`src/rtl/traffic_phase_scheduler.sv`:
```
// Two-road intersection phase sequencer: GA -> YA -> GB -> YB, with a BCD countdown,
// an early end of a green phase when its road is empty, and manual right-of-way requests.
// Latency: every output is registered and reflects inputs sampled at the previous edge.
// Backpressure: none; inputs are level signals sampled every cycle.
// Ports: CLK clock; R sync active-low reset; M manual mode; A/B manual requests;
//   A_Traffic/B_Traffic vehicles waiting; A_Light/B_Light greens; Yellow yellow phase;
//   A_Time_H/L, B_Time_H/L BCD displays; State phase code (0 GA, 1 YA, 2 GB, 3 YB).
module traffic_phase_scheduler #(
  parameter logic [7:0] GREEN_A_TIME = 8'h90,
  parameter logic [7:0] GREEN_B_TIME = 8'h30,
  parameter logic [7:0] YELLOW_TIME  = 8'h05,
  parameter int         MIN_GREEN    = 10,
  parameter int         EMPTY_CYCLES = 5
) (
  input  logic       CLK,
  input  logic       R,
  input  logic       M,
  input  logic       A,
  input  logic       B,
  input  logic       A_Traffic,
  input  logic       B_Traffic,
  output logic       A_Light,
  output logic       B_Light,
  output logic       Yellow,
  output logic [3:0] A_Time_H,
  output logic [3:0] A_Time_L,
  output logic [3:0] B_Time_H,
  output logic [3:0] B_Time_L,
  output logic [1:0] State
);

  function automatic logic bcd_legal(input logic [7:0] v);
    return (v[7:4] <= 4'd9) && (v[3:0] <= 4'd9) && (v != 8'h00);
  endfunction

  if (!bcd_legal(GREEN_A_TIME)) begin : g_bad_green_a
    $error("GREEN_A_TIME must be two-digit BCD in 01..99");
  end
  if (!bcd_legal(GREEN_B_TIME)) begin : g_bad_green_b
    $error("GREEN_B_TIME must be two-digit BCD in 01..99");
  end
  if (!bcd_legal(YELLOW_TIME)) begin : g_bad_yellow
    $error("YELLOW_TIME must be two-digit BCD in 01..99");
  end
  if (MIN_GREEN < 1 || MIN_GREEN > 99) begin : g_bad_min_green
    $error("MIN_GREEN must be in 1..99");
  end
  if (EMPTY_CYCLES < 1 || EMPTY_CYCLES > 15) begin : g_bad_empty_cycles
    $error("EMPTY_CYCLES must be in 1..15");
  end

  // elapsed holds completed green cycles, so "current cycle counted" means elapsed >= MIN_GREEN-1.
  localparam logic [6:0] MIN_LIM   = 7'(MIN_GREEN - 1);
  localparam logic [3:0] EMPTY_LIM = 4'(EMPTY_CYCLES);

  typedef enum logic [1:0] {GA = 2'd0, YA = 2'd1, GB = 2'd2, YB = 2'd3} phase_t;

  phase_t     phase, phase_nxt;
  logic [7:0] cnt, cnt_nxt, cnt_dec;
  logic [3:0] empty, empty_nxt;
  logic [6:0] elapsed, elapsed_nxt;
  logic       green, qual, early_end, req_other;

  // Two-digit BCD decrement with tens borrow.
  always_comb begin
    cnt_dec = (cnt[3:0] == 4'd0) ? {cnt[7:4] - 4'd1, 4'd9} : {cnt[7:4], cnt[3:0] - 4'd1};
  end

  always_comb begin
    green     = (phase == GA) || (phase == GB);
    qual      = green && !M &&
                ((phase == GA) ? (!A_Traffic && B_Traffic) : (!B_Traffic && A_Traffic));
    empty_nxt = qual ? ((empty == EMPTY_LIM) ? empty : empty + 4'd1) : 4'd0;
    // empty_nxt includes the current cycle, so the run of qualifying cycles ends here.
    early_end = qual && (elapsed >= MIN_LIM) && (empty_nxt == EMPTY_LIM);
    req_other = M && ((phase == GA) ? (B && !A) : (A && !B));
    elapsed_nxt = (green && (elapsed != MIN_LIM)) ? elapsed + 7'd1 : elapsed;
    phase_nxt = phase;
    cnt_nxt   = cnt;

    case (phase)
      GA, GB: begin
        if (M ? req_other : (early_end || cnt == 8'h01)) begin
          phase_nxt = (phase == GA) ? YA : YB;
          cnt_nxt   = YELLOW_TIME;
        end else if (!M) begin
          cnt_nxt = cnt_dec;
        end
      end
      YA: begin
        if (cnt == 8'h01) begin
          phase_nxt = GB;
          cnt_nxt   = GREEN_B_TIME;
        end else begin
          cnt_nxt = cnt_dec;
        end
      end
      default: begin
        if (cnt == 8'h01) begin
          phase_nxt = GA;
          cnt_nxt   = GREEN_A_TIME;
        end else begin
          cnt_nxt = cnt_dec;
        end
      end
    endcase

    // Every phase entry starts the early-end bookkeeping afresh.
    if (phase_nxt != phase) begin
      empty_nxt   = 4'd0;
      elapsed_nxt = 7'd0;
    end
  end

  always_ff @(posedge CLK) begin
    if (!R) begin
      phase    <= GA;
      cnt      <= GREEN_A_TIME;
      empty    <= 4'd0;
      elapsed  <= 7'd0;
      A_Light  <= 1'b1;
      B_Light  <= 1'b0;
      Yellow   <= 1'b0;
      A_Time_H <= GREEN_A_TIME[7:4];
      A_Time_L <= GREEN_A_TIME[3:0];
      B_Time_H <= 4'd0;
      B_Time_L <= 4'd0;
      State    <= 2'd0;
    end else begin
      phase    <= phase_nxt;
      cnt      <= cnt_nxt;
      empty    <= empty_nxt;
      elapsed  <= elapsed_nxt;
      A_Light  <= (phase_nxt == GA);
      B_Light  <= (phase_nxt == GB);
      Yellow   <= (phase_nxt == YA) || (phase_nxt == YB);
      A_Time_H <= (phase_nxt == GA || phase_nxt == YA) ? cnt_nxt[7:4] : 4'd0;
      A_Time_L <= (phase_nxt == GA || phase_nxt == YA) ? cnt_nxt[3:0] : 4'd0;
      B_Time_H <= (phase_nxt == GB || phase_nxt == YB) ? cnt_nxt[7:4] : 4'd0;
      B_Time_L <= (phase_nxt == GB || phase_nxt == YB) ? cnt_nxt[3:0] : 4'd0;
      State    <= phase_nxt;
    end
  end

endmodule

```
`config.mk`:
```
export PLATFORM = sky130hd
export DESIGN_NAME = traffic_phase_scheduler
export DESIGN_NICKNAME = d
export VERILOG_FILES = /design/src/rtl/traffic_phase_scheduler.sv
export SDC_FILE = /design/constraint.sdc
export NUM_CORES = 1
export LEC_CHECK = 0
export ABC_AREA = 1
export CAP_MARGIN = 5
export CORE_MARGIN = 10
export CORE_UTILIZATION = 48
export CTS_CLUSTER_SIZE = 24
export DETAILED_ROUTE_END_ITERATION = 12
export PLACE_DENSITY_LB_ADDON = 0.2
export SETUP_SLACK_MARGIN = 0.05
export SLEW_MARGIN = 0
export SYNTH_ARGS = -nofsm -noshare
export SYNTH_HDL_FRONTEND = slang
export SYNTH_SLANG_ARGS = --single-unit
```
`constraint.sdc`:
```
create_clock -name CLK -period 1.6 [get_ports CLK]
set_input_delay 0.16 -clock CLK [delete_from_list [all_inputs] [get_ports CLK]]
set_output_delay 0.16 -clock CLK [all_outputs]
set_load 0.02 [all_outputs]
```
==> results.md, run 1 <==
### Route
- **Vias** 2046
- **number of DRC violations after detailed routing** 0
- **routed vias/inst** 4.95
- **routed length per instance** 13.9 um
- **number of detailed-routing iterations run before antenna repair** 4
- **iteration-0 DRC count of the detailed router** 134
- **number of routed nets with antenna violations** 0
- **wire length after detailed routing** 5750 um

### Logic synthesis
- **adder-cell share of the synthesized area** 5.29%
- **share of flip-flops with an asynchronous set or reset** 0%
- **Synth area leader** sky130_fd_sc_hd__dfxtp_1
- **post-synthesis cell type count** 23
- **part of the Yosys area used for sequential elements** 42.3%
- **number of storage elements in the synthesis netlist** 40
- **synthesis warning total** 0
- **cells after synthesis** 264
- **area share of the largest cell type after synthesis** 42.3%
- **Mean Syn Cell Area** 7.17 um^2
- **number of enable flip-flop cells after synthesis** 0
- **multiplexer share of the synthesized area** 0%
- **post-synthesis xor/xnor area fraction** 4.63%
- **largest family of logic cells by synthesized area** simple AND/OR/NAND/NOR gates
- **dominant register cell in the synthesized netlist** sky130_fd_sc_hd__dfxtp_1
- **area fraction in and, or, nand and nor cells after synthesis** 29.5%
- **top area cells in the synthesized netlist** sky130_fd_sc_hd__dfxtp_1, sky130_fd_sc_hd__nand2_1, sky130_fd_sc_hd__inv_1
- **syn_nets** 279
- **compound-gate portion of the synthesized area** 9.45%
- **combined area of all synthesized cells** 0.00189 mm^2

### Placement
- **routability congestion estimate from global placement** 0.867
- **Port Buffer Count** 27
- **worst setup slack after placement** -568 ps
- **dpl hpwl** 3730 um
- **placed cell count** 386

### Layout
- **net total in the final layout** 379
- **fraction of final layout cells with drive strength greater than 1** 41.9%
- **Area Overhead vs Synth** 64.7%
- **Layout Cells excl Fill** 413
- **Ant. Diodes** 0

### Setup path
- **WP data arrival** 2190 ps
- **Reg2Reg Launch Point** empty[1]
- **Most common cell on crit path** sky130_fd_sc_hd__nand2_2
- **startpoint types** flop
- **start point of the critical path** empty[1]
- **crit end category** flop
- **cells along the critical path** inv_4 > ha_4 > nand3_4 > nand2_1 > nand2_1 > inv_1 > nand2_2 > nor2_2 > nand2_2 > nand2_2 > nand2_2 > nand2_4 > nor2_4 > buf_6 > o21ai_4 > nor2_1
- **endpoint required time on the critical path** 1780 ps
- **critical path class** reg2reg
- **worst-path cell with the longest stage delay** sky130_fd_sc_hd__dfxtp_4
- **largest stage delay on the critical path** 370 ps
- **biggest fanout along the worst timing path** 7

### Power
- **combinational fraction of design power** 29.9%
- **share of total power in the clock network** 28.0%
- **PD cells** 829 mW/mm^2
- **switching component of the power** 0.787 mW
- **worst IR drop on VDD** 750 uV
- **register share of total power** 42.1%
- **switching power as a share of total power** 30.4%
- **internal power contribution** 1.80 mW
- **Lkg Pwr** 1.47 nW

### STA
- **Worst Setup Slack, final** -407 ps
- **RSZ-0062 raised after global routing** yes
- **final critical delay including setup and external delays** 2010 ps
- **setup violators final** 40
- **Worst Tran Pin Value** 369 ps
- **Final Hold Violating Endpoints** 0
- **fin crit share** 125%
- **Max transition margin** 75.2%
- **skew final** 6.72 ps
- **Final Slew Violations** 0
- **highest attainable clock frequency** 0.498 GHz

### Clock tree
- **post-cts hold buffer count** 0
- **TritonCTS buffer count** 5
- **TritonCTS clock tree** yes
- **clk root buf** sky130_fd_sc_hd__clkbuf_8
- **total number of H-tree levels** 2
- **Worst-path clk slew** 70 ps
- **buffer levels on the longest clock path** 2
- **worst-skew pair later-pin latency** 290 ps
- **total clock sinks** 40

### Global route
- **overall track demand over capacity in global routing** 15.1%
- **vias in the first global route** 1969
- **antenna violations before repair** 0
- **first-pass GRT wire length** 8930 um
- **overflow left after global routing** 0
- **pin count of the biggest net entering global routing** 13

### Hold path
- **Worst Min Path Start** R
- **Hold/Removal Path Class** in2reg

### Floorplanning
- **core area** 0.00374 mm^2
- **Row Count** 22
- **effective utilization at floorplan** 50.6%
- **die width** 82.8 um
- **count of boundary I/O pins** 28
- **area enclosed by the die boundary** 0.00686 mm^2
- **Die H** 82.8 um

### Job
- **Max Cap Viol** 0

### Run status
- **result of the run** finished, violations left
- **violated checks** setup timing

[power by group through the flow]
stage / Sequential, mW / Combinational [mW] / Clock [mW]
after CTS: 1.09 / 0.675 / 0.733
after detailed placement: 1.11 / 0.629 / 0
after global routing: 1.10 / 0.855 / 0.763
final: 1.09 / 0.772 / 0.724
after floorplan: 1.16 / 0.309 / 0
after global placement: 1.11 / 0.617 / 0
[cell families after synthesis]
family | after synthesis
AOI/OAI and AO/OA | 32
xor gates and xnor gates | 10
buffers and inverters | 41
adders and majority gates | 8
DFF | 40
and+or+nand+nor | 133
[layer usage]
metal	GRT usage, %	vias up	share of wire [%]
met5	0	-	0
met4	4.15	0	3.0
met3	3.71	15	5.5
met2	27.4	61	53
met1	16.9	948	38
li1	-	1022	-
[cells in the mapped netlist, types with 2 or more instances]
| library cell | count |
|---|---|
| sky130_fd_sc_hd__nand4_1 | 3 |
| sky130_fd_sc_hd__or2_2 | 2 |
| sky130_fd_sc_hd__nand2_1 | 64 |
| sky130_fd_sc_hd__dfxtp_1 | 40 |
| sky130_fd_sc_hd__a21oi_1 | 16 |
| sky130_fd_sc_hd__nor3_1 | 6 |
| sky130_fd_sc_hd__nand2_2 | 4 |
| sky130_fd_sc_hd__ha_1 | 8 |
| sky130_fd_sc_hd__nand3_1 | 14 |
| sky130_fd_sc_hd__o21ai_0 | 13 |
| sky130_fd_sc_hd__xor2_1 | 9 |
| sky130_fd_sc_hd__inv_1 | 37 |
| sky130_fd_sc_hd__o21ai_2 | 2 |
| sky130_fd_sc_hd__nor2_1 | 37 |
[critical path: cells and delay by family, from the launching register on]
kind / cells / cell delay, ps
flip-flops: 1 / 370
AND/OR/NAND/NOR: 11 / 910
adder cells (fa/ha/maj): 1 / 140
buffers and inverters: 3 / 250
AO/OA/AOI/OAI: 1 / 240
[flip-flops by register name (all words and copies together) (netlist names)]
| register | flops |
|---|---|
| cnt | 8 |
| elapsed | 7 |
| A_Time_H | 4 |
| A_Time_L | 4 |
| B_Time_H | 4 |
| B_Time_L | 4 |
| empty | 4 |
| phase | 2 |
| A_Light | 1 |
| B_Light | 1 |
| Yellow | 1 |
[final timing paths]
kind                      to  slack (ps)  cells after the start
hold / removal        cnt[5]         560                      3
setup / recovery  elapsed[6]        -410                     16
hold reg to reg   elapsed[6]         640                      3
setup reg to reg  elapsed[6]        -410                     16
[repair_timing]
| action | 4_1_cts | 5_1_grt |
|---|---|---|
| endpoints found under the setup margin | 40 | 41 |
| pin swaps | 20 | 31 |
| setup buffers | 10 | 9 |
| gates resized for setup | 24 | 43 |
| gates cloned | 1 | 0 |
[cell usage in the layout (no fill, tap or decap), types with 2 or more instances in the layout]
| master | Yosys | final |
|---|---|---|
| sky130_fd_sc_hd__nand2_2 | 4 | 19 |
| sky130_fd_sc_hd__buf_4 | 1 | 64 |
| sky130_fd_sc_hd__nor2_4 | 1 | 2 |
| sky130_fd_sc_hd__nor3_2 | 0 | 2 |
| sky130_fd_sc_hd__inv_2 | 0 | 9 |
| sky130_fd_sc_hd__nand3_4 | 0 | 4 |
| sky130_fd_sc_hd__dfxtp_4 | 0 | 3 |
| sky130_fd_sc_hd__nand2_1 | 64 | 44 |
| sky130_fd_sc_hd__nor2_1 | 37 | 28 |
| sky130_fd_sc_hd__inv_1 | 37 | 27 |
| sky130_fd_sc_hd__nand3_2 | 0 | 2 |
| sky130_fd_sc_hd__nor3_1 | 6 | 4 |
| sky130_fd_sc_hd__ha_4 | 0 | 2 |
| sky130_fd_sc_hd__dfxtp_1 | 40 | 34 |
| sky130_fd_sc_hd__buf_6 | 1 | 4 |
| sky130_fd_sc_hd__xor2_1 | 9 | 8 |
| sky130_fd_sc_hd__ha_1 | 8 | 6 |
| sky130_fd_sc_hd__nand3_1 | 14 | 8 |
| sky130_fd_sc_hd__a21oi_2 | 0 | 8 |
| sky130_fd_sc_hd__nand2_4 | 0 | 5 |
| sky130_fd_sc_hd__o21ai_4 | 0 | 3 |
| sky130_fd_sc_hd__or2_2 | 2 | 2 |
| sky130_fd_sc_hd__nor2_2 | 1 | 9 |
| sky130_fd_sc_hd__nand4_1 | 3 | 3 |
| sky130_fd_sc_hd__a21oi_1 | 16 | 8 |
| sky130_fd_sc_hd__clkbuf_8 | 0 | 7 |
| sky130_fd_sc_hd__clkdlybuf4s50_1 | 0 | 26 |
| sky130_fd_sc_hd__o21ai_0 | 13 | 11 |
| sky130_fd_sc_hd__dfxtp_2 | 0 | 3 |
[layout make-up]
class / count / area [um^2]
multi-input cells: 184 / 1200
flip-flops and latches: 40 / 816
repair buffers: 95 / 798
fillers: 236 / 626
inverters: 38 / 145
clock buffers: 8 / 100
well taps: 48 / 60.1
[metrics by stage]
step / setup TNS, ps / power (mW) / utilization [%] / cell area (um^2) / hold WS [ps]
after global placement: -12450 / 1.72 / 70.7 / 2650 / 601
final: -13300 / 2.58 / 83.3 / 3120 / 555
after detailed placement: -14410 / 1.74 / 70.7 / 2650 / 629
after global routing: -18050 / 2.71 / 83.3 / 3120 / 583
after floorplan: -665 / 1.46 / - / 1960 / 383
after CTS: -5410 / 2.50 / 77.8 / 2910 / 555
No activity file was read; power rests on OpenSTA's default activity.
==> inputs of run 2 (changes only) <==
Settings changed: ABC_AREA 1 to default, CAP_MARGIN 5 to 20, CORE_UTILIZATION 48 to 49.
==> run 2 against run 1 <==
  * The flow still finishes with violations (setup timing)
  * Core utilization is 1.5 points higher
  * Worst hold slack gained 13 ps
  * Synthesized area is 8.4% higher
  * Clock power is 15% higher
  * Non-clock buffer count grew 7
  * First-iteration DRC count increased to 3.0 times the previous value
  * Power is 16% higher
  * Sequential cell count is the same
  * Register-to-register slack lost 70 ps
  * Sequential share of layout area down 2.2 points
  * Via count increased by 24%
  * Critical endpoint is now cnt[5]
  * Largest cell class unchanged
  * Highest routed layer unchanged
==> results.md, run 2 <==
### Run status
- **result of the run** finished, violations left
- **violated checks** setup timing

### Route
- **number of routed nets with antenna violations** 0, unchanged
- **Vias** 2538, +24%
- **iteration-0 DRC count of the detailed router** 405, +200%
- **wire length after detailed routing** 8680 um, +51%
- **number of detailed-routing iterations run before antenna repair** 5, +1
- **number of DRC violations after detailed routing** 0, unchanged
- **routed length per instance** 22.3 um, +60%
- **routed vias/inst** 6.52, +32%

### STA
- **Worst Setup Slack, final** -475 ps, -67.1 ps
- **highest attainable clock frequency** 0.482 GHz, -3.2%
- **skew final** 4.89 ps, -1.83 ps
- **final critical delay including setup and external delays** 2070 ps, +67.1 ps
- **Max transition margin** 51.6%, -24 points
- **Final Hold Violating Endpoints** 0, unchanged
- **Worst Tran Pin Value** 719 ps, +350 ps
- **RSZ-0062 raised after global routing** yes
- **setup violators final** 39, -2.5%
- **Final Slew Violations** 0, unchanged
- **fin crit share** 130%, +4.2 points

### Logic synthesis
- **synthesis warning total** 0, unchanged
- **Mean Syn Cell Area** 8.66 um^2, +21%
- **Synth area leader** sky130_fd_sc_hd__dfxtp_1
- **post-synthesis cell type count** 56, +140%
- **syn_nets** 252, -9.7%
- **share of flip-flops with an asynchronous set or reset** 0%, unchanged
- **count leader, synth** sky130_fd_sc_hd__dfxtp_1
- **area share of the largest cell type after synthesis** 39.0%, -3.3 points
- **dominant register cell in the synthesized netlist** sky130_fd_sc_hd__dfxtp_1
- **combined area of all synthesized cells** 0.00205 mm^2, +8.4%
- **most numerous cell types in the synthesized netlist** sky130_fd_sc_hd__dfxtp_1, sky130_fd_sc_hd__a21oi_1, sky130_fd_sc_hd__nand2_1
- **number of storage elements in the synthesis netlist** 40, unchanged
- **part of the Yosys area used for sequential elements** 39.0%, -3.3 points
- **top area cells in the synthesized netlist** sky130_fd_sc_hd__dfxtp_1, sky130_fd_sc_hd__a21oi_1, sky130_fd_sc_hd__ha_1
- **cells after synthesis** 237, -10%
- **number of enable flip-flop cells after synthesis** 0, unchanged

### Layout
- **most frequent standard cell in the layout excluding fill and tap cells** sky130_fd_sc_hd__buf_4
- **register ranked first by flip-flop count** cnt
- **Ant. Diodes** 0, unchanged
- **net total in the final layout** 353, -6.9%
- **highest-count cells in the layout ignoring fill and taps** sky130_fd_sc_hd__buf_4, sky130_fd_sc_hd__dfxtp_1, sky130_fd_sc_hd__clkdlybuf4s50_1
- **number of filler cells placed in the layout** 186, -21%
- **largest registers in the final layout** cnt: 8 flops, elapsed: 7 flops
- **Area Overhead vs Synth** 66.5%
- **utilization after layout** 84.8%, +1.5 points
- **fraction of final layout cells with drive strength greater than 1** 45.1%, +3.2 points
- **Largest register FFs** 8, unchanged

### Clock tree
- **TritonCTS clock tree** yes
- **worst-skew pair later-pin latency** 300 ps, about the same
- **Worst-path clk slew** 80 ps, about the same
- **clk root buf** sky130_fd_sc_hd__clkbuf_8
- **post-cts hold buffer count** 0, unchanged
- **total number of H-tree levels** 2, unchanged
- **total clock sinks** 40, unchanged
- **buffer levels on the longest clock path** 2, unchanged
- **TritonCTS buffer count** 5, unchanged

### Floorplanning
- **Die H** 84.7 um, +2.3%
- **effective utilization at floorplan** 50.9%, +0.36 points
- **core area** 0.00403 mm^2, +7.6%
- **Row Count** 23, +4.5%
- **die width** 84.7 um, +2.3%
- **count of boundary I/O pins** 28, unchanged
- **area enclosed by the die boundary** 0.00718 mm^2, +4.7%

### Power
- **worst IR drop on VDD** 738 uV, -1.7%
- **switching component of the power** 0.992 mW, +26%
- **internal power contribution** 2.00 mW, +11%
- **share of total power in the clock network** 27.9%, about the same
- **register share of total power** 38.2%, -3.9 points
- **combinational fraction of design power** 34.0%, +4.1 points
- **PD cells** 876 mW/mm^2, +5.7%
- **switching power as a share of total power** 33.1%, +2.7 points
- **Lkg Pwr** 1.39 nW, -5.6%

### Placement
- **Port Buffer Count** 27, unchanged
- **dpl hpwl** 4720 um, +27%
- **routability congestion estimate from global placement** 0.927, +6.9%
- **worst setup slack after placement** -420 ps, +148 ps

### Setup path
- **startpoint types** flop
- **Reg2Reg Launch Point** empty[1]
- **crit end category** flop
- **worst-path cell with the longest stage delay** sky130_fd_sc_hd__a221oi_4
- **worst setup path endpoint** cnt[5]
- **number of cells on the worst reg-to-reg path** 9, -7
- **critical path class** reg2reg
- **WP data arrival** 2260 ps, +70 ps
- **endpoint required time on the critical path** 1780 ps, about the same
- **capturing point of the worst reg2reg path** cnt[5]
- **depth of the critical timing path with buffers and inverters included** 9, -7
- **largest stage delay on the critical path** 360 ps, about the same
- **reg-to-reg setup timing slack** -470 ps, -70 ps
- **cells along the critical path** inv_2 > ha_4 > a21o_1 > a221oi_4 > buf_6 > o211ai_1 > buf_4 > a21oi_4 > a21oi_1
- **start point of the critical path** empty[1]
- **CP bufs+invs** 3, unchanged
- **kind of cell adding the most delay to the critical path** compound AO/OA/AOI/OAI gates
- **biggest fanout along the worst timing path** 3, -4

### Hold path
- **Worst Hold Path Cells** 2, -1
- **Hold/Removal Path Class** reg2reg

### Global route
- **pin count of the biggest net entering global routing** 14, +1
- **first-pass GRT wire length** 11700 um, +31%
- **overflow left after global routing** 0, unchanged
- **vias in the first global route** 2415, +23%
- **overall track demand over capacity in global routing** 19.8%, +4.6 points
- **antenna violations before repair** 0, unchanged

### Job
- **Max Cap Viol** 0, unchanged

==> run 2: cell types whose count changed after synthesis, sizes merged, moves of 7 or more <==
| cell | change |
|---|---|
| a21oi | +8 |
| inv | -24 |
| nand2 | -49 |
| nand3 | -9 |
| nor2 | -22 |
| nor3 | +9 |
| o21ai | -7 |
==> run 2: layout make-up <==
cell class              instances  area (um^2)  share of cell area [%]
clock inverters                 3         42.5                    1.25
flip-flops and latches         40          817                    23.9
repair buffers                102          876                    25.6
inverters                      14         52.6                    1.54
well taps                      50         62.6                    1.83
multi-input cells             175         1500                    43.8
clock buffers                   5         68.8                    2.01
==> run 2: worst min-delay path: stages (launching register included) <==
cell,delay (ps)
sky130_fd_sc_hd__dfxtp_1,350
sky130_fd_sc_hd__xnor2_1,130
sky130_fd_sc_hd__nor3_2,50
==> run 2: repair_timing <==
item,CTS,global route
gates resized for setup,37,23
setup endpoints to repair,42,40
cloned,0,0
pin swaps,22,18
setup buffers,4,7
==> run 2: through the flow <==
stage | TNS (ps) | hold WS (ps) | instances | power (mW) | instance area, um^2
finish | -14470 | 568 | 389 | 2.99 | 3420
global placement | -10520 | 540 | 370 | 1.97 | 2940
global route | -16190 | 604 | 389 | 3.08 | 3420
detailed placement | -11860 | 544 | 370 | 1.99 | 2940
CTS | -9130 | 558 | 382 | 2.88 | 3270
floorplan | -2350 | 396 | 237 | 1.63 | 2170
==> run 2: cell families (layout without fill, tap and decap cells) <==
logic type                 Yosys count  in the layout  share of synthesized area (%)
adders and majority gates            8              8                           4.88
buffers and inverters               22            124                           4.57
DFF                                 40             40                           39.0
muxes                                1              1                          0.549
AOI/OAI and AO/OA                   66             66                           23.0
and+or+nand+nor                     92             92                           24.6
xor gates and xnor gates             8              8                           3.41
==> run 2: power groups by stage <==
stage	combinational (mW)	clock [mW]	sequential (mW)
6_report	1.02	0.834	1.14
5_1_grt	1.07	0.864	1.15
4_1_cts	0.908	0.837	1.14
3_5_place_dp	0.837	0	1.15
3_3_place_gp	0.821	0	1.15
2_1_floorplan	0.445	0	1.19
==> run 2: worst min-delay path by stage <==
stage / to / start
3_3_place_gp: elapsed[6] / elapsed[6]
2_1_floorplan: B_Time_H[0] / R
4_1_cts: empty[3] / empty[3]
6_report: elapsed[6] / elapsed[6]
5_1_grt: elapsed[6] / elapsed[6]
3_5_place_dp: empty[3] / empty[3]
==> run 2: per-layer routing <==
layer	GRT usage [%]	routed length (um)	vias up
li1	-	-	1072
met3	6.86	922	70
met5	0	0	-
met1	22.2	3250	1182
met4	10.2	529	0
met2	32.3	3980	214
==> inputs of run 3 (changes only) <==
Settings changed: GPL_TIMING_DRIVEN from default to 0.
==> run 3 against run 2 <==
  * The run still ends with setup timing left
  * Register-to-register slack improved by 180 ps
  * Worst setup slack improved by 180 ps
  * Sequential cell count unchanged
  * Worst hold slack improved by 18 ps
==> results.md, run 3 (synthesized netlist as in run 2, its figures left out) <==
### Run status
- **result of the run** finished, violations left
- **violated checks** setup timing

### Global route
- **antenna violations before repair** 0, unchanged
- **peak-usage layer in the global routing report** met2
- **met2 global-route usage** 29.0%, -3.3 points
- **overall track demand over capacity in global routing** 17.9%, -1.9 points
- **overflow left after global routing** 0, unchanged
- **pin count of the biggest net entering global routing** 13, -1
- **vias in the first global route** 2150, -11%
- **met3 Resource Use GR** 5.31%, -1.5 points
- **first-pass GRT wire length** 10700 um, -8.9%
- **GRT met1 Usage** 21.1%, -1.0 points

### Setup path
- **cells along the critical path** inv_2 > ha_4 > a21o_1 > a221oi_4 > o211ai_1 > a21oi_2 > o221ai_1
- **kind of cell adding the most delay to the critical path** compound AO/OA/AOI/OAI gates
- **WP data arrival** 2030 ps, -230 ps
- **largest stage delay on the critical path** 360 ps, about the same
- **worst-path cell with the longest stage delay** sky130_fd_sc_hd__dfxtp_4
- **CP bufs+invs** 1, -2
- **crit end category** flop
- **biggest fanout along the worst timing path** 4, +1
- **endpoint required time on the critical path** 1740 ps, -40 ps
- **critical path class** reg2reg
- **startpoint types** flop

### Route
- **iteration-0 DRC count of the detailed router** 296, -27%
- **number of routed nets with antenna violations** 0, unchanged
- **Vias** 2227, -12%
- **number of detailed-routing iterations run before antenna repair** 6, +1
- **routed vias/inst** 6.40, -1.9%
- **wire length after detailed routing** 7060 um, -19%
- **routed length per instance** 20.3 um, -9.1%
- **number of DRC violations after detailed routing** 0, unchanged

### Power
- **internal power contribution** 2.05 mW, +2.2%
- **register share of total power** 37.8%, -0.4 points
- **switching component of the power** 0.949 mW, -4.3%
- **total power of the final layout** 2.99 mW, about the same
- **share of total power in the clock network** 30.5%, +2.6 points
- **combinational fraction of design power** 31.7%, -2.3 points
- **PD cells** 950 mW/mm^2, +8.4%
- **switching power as a share of total power** 31.7%, -1.5 points
- **Lkg Pwr** 1.21 nW, -13%
- **worst IR drop on VDD** 755 uV, +2.4%

### Clock tree
- **total number of H-tree levels** 2, unchanged
- **TritonCTS clock tree** yes
- **worst-skew pair later-pin latency** 300 ps, about the same
- **clk root buf** sky130_fd_sc_hd__clkbuf_8
- **TritonCTS buffer count** 5, unchanged
- **total clock sinks** 40, unchanged
- **Worst-path clk slew** 80 ps, about the same
- **buffer levels on the longest clock path** 2, unchanged

### Floorplanning
- **core area** 0.00403 mm^2, unchanged
- **effective utilization at floorplan** 50.9%, unchanged
- **die width** 84.7 um, unchanged
- **Row Count** 23, unchanged
- **area enclosed by the die boundary** 0.00718 mm^2, unchanged
- **count of boundary I/O pins** 28, unchanged
- **Die H** 84.7 um, unchanged

### STA
- **Worst Tran Pin Value** 634 ps, -85.0 ps
- **RSZ-0062 raised after global routing** yes
- **skew final** 7.58 ps, +2.69 ps
- **Final Slew Violations** 0, unchanged
- **fin crit share** 118%, -11 points
- **final critical delay including setup and external delays** 1890 ps, -183 ps
- **setup violators final** 39, unchanged
- **setup_tns** -8850 ps, +5630 ps
- **highest attainable clock frequency** 0.529 GHz, +9.7%
- **Final Hold Violating Endpoints** 0, unchanged
- **Worst Setup Slack, final** -291 ps, +183 ps
- **Max transition margin** 57.7%, +6.1 points

### Hold path
- **Hold/Removal Path Class** reg2reg

### Layout
- **fraction of final layout cells with drive strength greater than 1** 38.3%, -6.9 points
- **Ant. Diodes** 0, unchanged
- **highest-count cells in the layout ignoring fill and taps** sky130_fd_sc_hd__dfxtp_1, sky130_fd_sc_hd__clkdlybuf4s50_1, sky130_fd_sc_hd__buf_4
- **register ranked first by flip-flop count** cnt
- **most frequent standard cell in the layout excluding fill and tap cells** sky130_fd_sc_hd__dfxtp_1
- **Largest register FFs** 8, unchanged
- **Area Overhead vs Synth** 53.7%
- **largest registers in the final layout** cnt: 8 flops, elapsed: 7 flops
- **net total in the final layout** 312, -12%
- **Layout Cells excl Fill** 348, -11%

### Placement
- **routability congestion estimate from global placement** 0.938, +1.2%
- **dpl hpwl** 3880 um, -18%
- **Port Buffer Count** 27, unchanged
- **placed cell count** 314, -15%

### Job
- **Max Cap Viol** 0, unchanged

==> run 3: worst paths after layout <==
| path | slack [ps] | to | start | cells past startpoint |
|---|---|---|---|---|
| setup / recovery | -290 | A_Light | empty[1] | 7 |
| hold / removal | 590 | elapsed[6] | elapsed[6] | 2 |
| setup reg to reg | -290 | A_Light | empty[1] | 7 |
| hold reg to reg | 590 | elapsed[6] | elapsed[6] | 2 |
==> run 3: through the flow <==
stage | util, % | worst slack [ps] | instance area, um^2 | hold slack [ps]
global route | 78.3 | -351 | 3150 | 623
CTS | 74.5 | -239 | 3000 | 566
floorplan | - | -176 | 2170 | 396
finish | 78.3 | -291 | 3150 | 585
detailed placement | 62.1 | -480 | 2500 | 548
global placement | 62.1 | -508 | 2500 | 545
==> run 3: power by group through the flow <==
stage,Sequential [mW],Combinational (mW),Clock [mW]
finish,1.13,0.949,0.913
global route,1.14,0.996,0.955
CTS,1.13,0.821,0.921
detailed placement,1.15,0.686,0
global placement,1.15,0.683,0
floorplan,1.19,0.445,0
==> run 3: layout make-up <==
class | instances | area (um^2)
fillers | 245 | 876
multi-input cells | 175 | 1550
inverters | 14 | 58.8
well taps | 50 | 62.6
flip-flops and latches | 40 | 826
clock inverters | 1 | 30.0
plain buffers | 8 | 46.3
repair buffers | 53 | 484
clock buffers | 7 | 96.3
==> run 3: layer usage <==
layer  up-vias  share of wire (%)
li1        988                  -
met1      1073                 41
met2       133                 47
met3        33                8.3
met4         0                3.4
met5         -                  0
==> run 3: worst register-to-register path: stages (launching register included) <==
cell,delay [ps]
sky130_fd_sc_hd__dfxtp_4,360
sky130_fd_sc_hd__inv_2,50
sky130_fd_sc_hd__ha_4,160
sky130_fd_sc_hd__a21o_1,190
sky130_fd_sc_hd__a221oi_4,330
sky130_fd_sc_hd__o211ai_1,250
sky130_fd_sc_hd__a21oi_2,270
sky130_fd_sc_hd__o221ai_1,130
==> run 3: what timing repair did <==
item                                   in CTS  in global routing
endpoints found under the hold margin       0                  0
setup endpoints to repair                  40                 40
setup buffers                              22                  4
pin swaps                                  23                 22
gates resized for setup                    42                 27
hold buffers                                0                  0
==> RTL change, RTL diff (settings of run 3) <==
Add an input register stage for `R`, `M`, `A`, `B`, `A_Traffic` and `B_Traffic`; this delays them by one clock.
--- a/src/rtl/traffic_phase_scheduler.sv
+++ b/src/rtl/traffic_phase_scheduler.sv
@@ -28,6 +28,22 @@
   output logic [3:0] B_Time_L,
   output logic [1:0] State
 );
+
+  logic R_q;
+  logic M_q;
+  logic A_q;
+  logic B_q;
+  logic A_Traffic_q;
+  logic B_Traffic_q;
+
+  always_ff @(posedge CLK) begin
+    R_q         <= R;
+    M_q         <= M;
+    A_q         <= A;
+    B_q         <= B;
+    A_Traffic_q <= A_Traffic;
+    B_Traffic_q <= B_Traffic;
+  end
 
   function automatic logic bcd_legal(input logic [7:0] v);
     return (v[7:4] <= 4'd9) && (v[3:0] <= 4'd9) && (v != 8'h00);
@@ -68,22 +84,22 @@
 
   always_comb begin
     green     = (phase == GA) || (phase == GB);
-    qual      = green && !M &&
-                ((phase == GA) ? (!A_Traffic && B_Traffic) : (!B_Traffic && A_Traffic));
+    qual      = green && !M_q &&
+                ((phase == GA) ? (!A_Traffic_q && B_Traffic_q) : (!B_Traffic_q && A_Traffic_q));
     empty_nxt = qual ? ((empty == EMPTY_LIM) ? empty : empty + 4'd1) : 4'd0;
     // empty_nxt includes the current cycle, so the run of qualifying cycles ends here.
     early_end = qual && (elapsed >= MIN_LIM) && (empty_nxt == EMPTY_LIM);
-    req_other = M && ((phase == GA) ? (B && !A) : (A && !B));
+    req_other = M_q && ((phase == GA) ? (B_q && !A_q) : (A_q && !B_q));
     elapsed_nxt = (green && (elapsed != MIN_LIM)) ? elapsed + 7'd1 : elapsed;
     phase_nxt = phase;
     cnt_nxt   = cnt;
 
     case (phase)
       GA, GB: begin
-        if (M ? req_other : (early_end || cnt == 8'h01)) begin
+        if (M_q ? req_other : (early_end || cnt == 8'h01)) begin
           phase_nxt = (phase == GA) ? YA : YB;
           cnt_nxt   = YELLOW_TIME;
-        end else if (!M) begin
+        end else if (!M_q) begin
           cnt_nxt = cnt_dec;
         end
       end
@@ -113,7 +129,7 @@
   end
 
   always_ff @(posedge CLK) begin
-    if (!R) begin
+    if (!R_q) begin
       phase    <= GA;
       cnt      <= GREEN_A_TIME;
       empty    <= 4'd0;
Function: changed (Yosys sat finds a counterexample within 4 cycles, from zero or initial values).
==> RTL change against run 3 <==
- cell area increased by 3.4%
- setup slack improved by 0.0049 ns
- largest cell class unchanged
- combinational power decreased by 6.2%
- count of clock-buffer cells in the layout increased by 1
- maximum frequency increased by 0.26%
- wire length decreased by 14%
- synthesized cell count increased by 2.5%
- sequential cell count increased by 6
- global-route usage decreased by 0.75 points
- clock skew increased by 0.0025 ns
- synthesized area increased by 5.9%
- power increased by 0.14%
- the flow still finishes with violations (negative setup slack)
- die area increased by 4.5%
==> RTL change: results (changes against run 3) <==
Detailed routing
The total iterations of the first detailed-routing run is 4 (-2). The number of violations reported at the end of detailed-routing iteration 0 is 216 (-27%). The average wire per cell in the routed design was 17.1 microns (-16%). The average vias per placed instance is 5.87 (-8.3%).

Synthesis
The complex-gate fraction of the synthesized area is 21.7% (-1.3 points). The synthesized netlist cell count is 243 (+2.5%). By count the netlist is led by dfxtp_1, a21oi_1, nand2_1.

The mean area per synthesized cell is 8.94 sq um (+3.2%). The net count after synthesis is 258 (+2.4%). The fraction of synthesized area in multiplexers is 0.518% (-0.030 points). The portion of the post-synthesis area used by sequential elements is 42.4% (+3.4 points).

The area share of fa/ha/maj cells after synthesis was 4.61% (-0.27 points). The post-synthesis share of cell area spent on xor and xnor gates is 3.23% (-0.19 points). The count of different cell masters after synthesis is 56 (unchanged).

In the post-synthesis netlist, the biggest area contributors are dfxtp_1, a21oi_1, ha_1.

Global route
The via count of the first global-routing pass is 2,094 (-2.6%). The largest net degree at the start of global routing is 14 (+1). The global router's overall resource usage was 17.1% (-0.75 points). The wire length of the first global-routing pass is 10,400 microns (-3.2%).

Finish
The number of standard cells in the final layout excluding fillers was 356 (+2.3%). The number of filler instances in the final layout was 308 (+26%). The fraction of final layout cells with drive strength greater than 1 came to 36.2% (-2.1 points).

Run status
The checks that failed: negative setup slack. The run finished, with violations left.

Power and ir drop
The total leakage power is 0.00125 uW (+3.4%). The worst-case vdd ir drop is 0.520 mV (-31%).

Min path
The tightest min-delay check is of the primary input to flip-flop type.

Placed design
The worst setup slack before clock tree synthesis came to -0.388 ns (+0.0916 ns). The global placement routability congestion was 0.940 (+0.17%). The estimated wirelength of the detail-placed design is 3840 microns (-0.99%).

The placed standard-cell area was 0.00263 sq mm (+4.9%). The number of cells in the design after placement came to 322 (+2.5%).

STA
The number of failing setup endpoints in the final timing report is 39 (unchanged). The remaining max-slew budget at the tightest pin came to 59.4% (+1.6 points). The final sum of negative setup slack came to -8.82 ns (+0.0229 ns). The post-route worst setup slack is -0.286 ns (+0.00490 ns). The clock skew is 0.0101 ns (+0.00250 ns).

Worst setup path
The largest incremental delay on the critical path came to 0.38 ns (+0.02 ns). The cell with the largest stage delay on the worst path is or3b_4. The maximum net fanout on the critical path is 5 (+1).
-- RTL change: cell types whose count changed after synthesis --
cell | run 3 | this run
dfxtp_1 | 40 | 46
-- RTL change: worst paths after layout --
check                                                to  cells after the start  slack, ns               startpoint
worst min-delay path                        A_q$_DFF_P_                      1       0.28                        A
worst min register to register  elapsed[6]$_SDFFE_PP0P_                      2       0.58  elapsed[6]$_SDFFE_PP0P_
worst max register to register       A_Light$_SDFF_PN1_                      5      -0.29      phase[1]$_SDFF_PN0_
worst max-delay path                 A_Light$_SDFF_PN1_                      5      -0.29      phase[1]$_SDFF_PN0_
-- RTL change: routing by layer --
layer	part of all wire (%)	up-vias	global-route usage [%]
met1	43	999	20.4
met2	48	68	28.3
met5	0	-	0
met4	2.1	0	7.81
li1	-	1007	-
met3	6.9	14	4.32
-- RTL change: final cells by class --
type	count	area, sq um	share of cell area, %
Buffer	8	52.6	1.61
Inverter	14	57.6	1.77
Multi-Input combinational cell	175	1540	47.3
Clock buffer	8	110	3.38
Timing Repair Buffer	53	488	15.0
Sequential cell	46	946	29.0
Tap cell	52	65.1	2.00
-- RTL change: what timing repair did --
action / in CTS / in global routing
resized for setup: 58 / 12
pin swaps: 37 / 14
setup buffers: 26 / 1
setup endpoints to repair: 40 / 40
-- RTL change: kinds of logic after synthesis --
logic type               Yosys count
AO/OA/AOI/OAI                     66
XOR/XNOR                           8
adder cells (fa/ha/maj)            8
buffers and inverters             22
flip-flops                        46
multiplexers                       1
AND/OR/NAND/NOR                   92
-- RTL change: power breakdown --
group          internal [uW]  switching (uW)
Sequential              1230            56.8
Combinational            401             489
Clock                    436             383
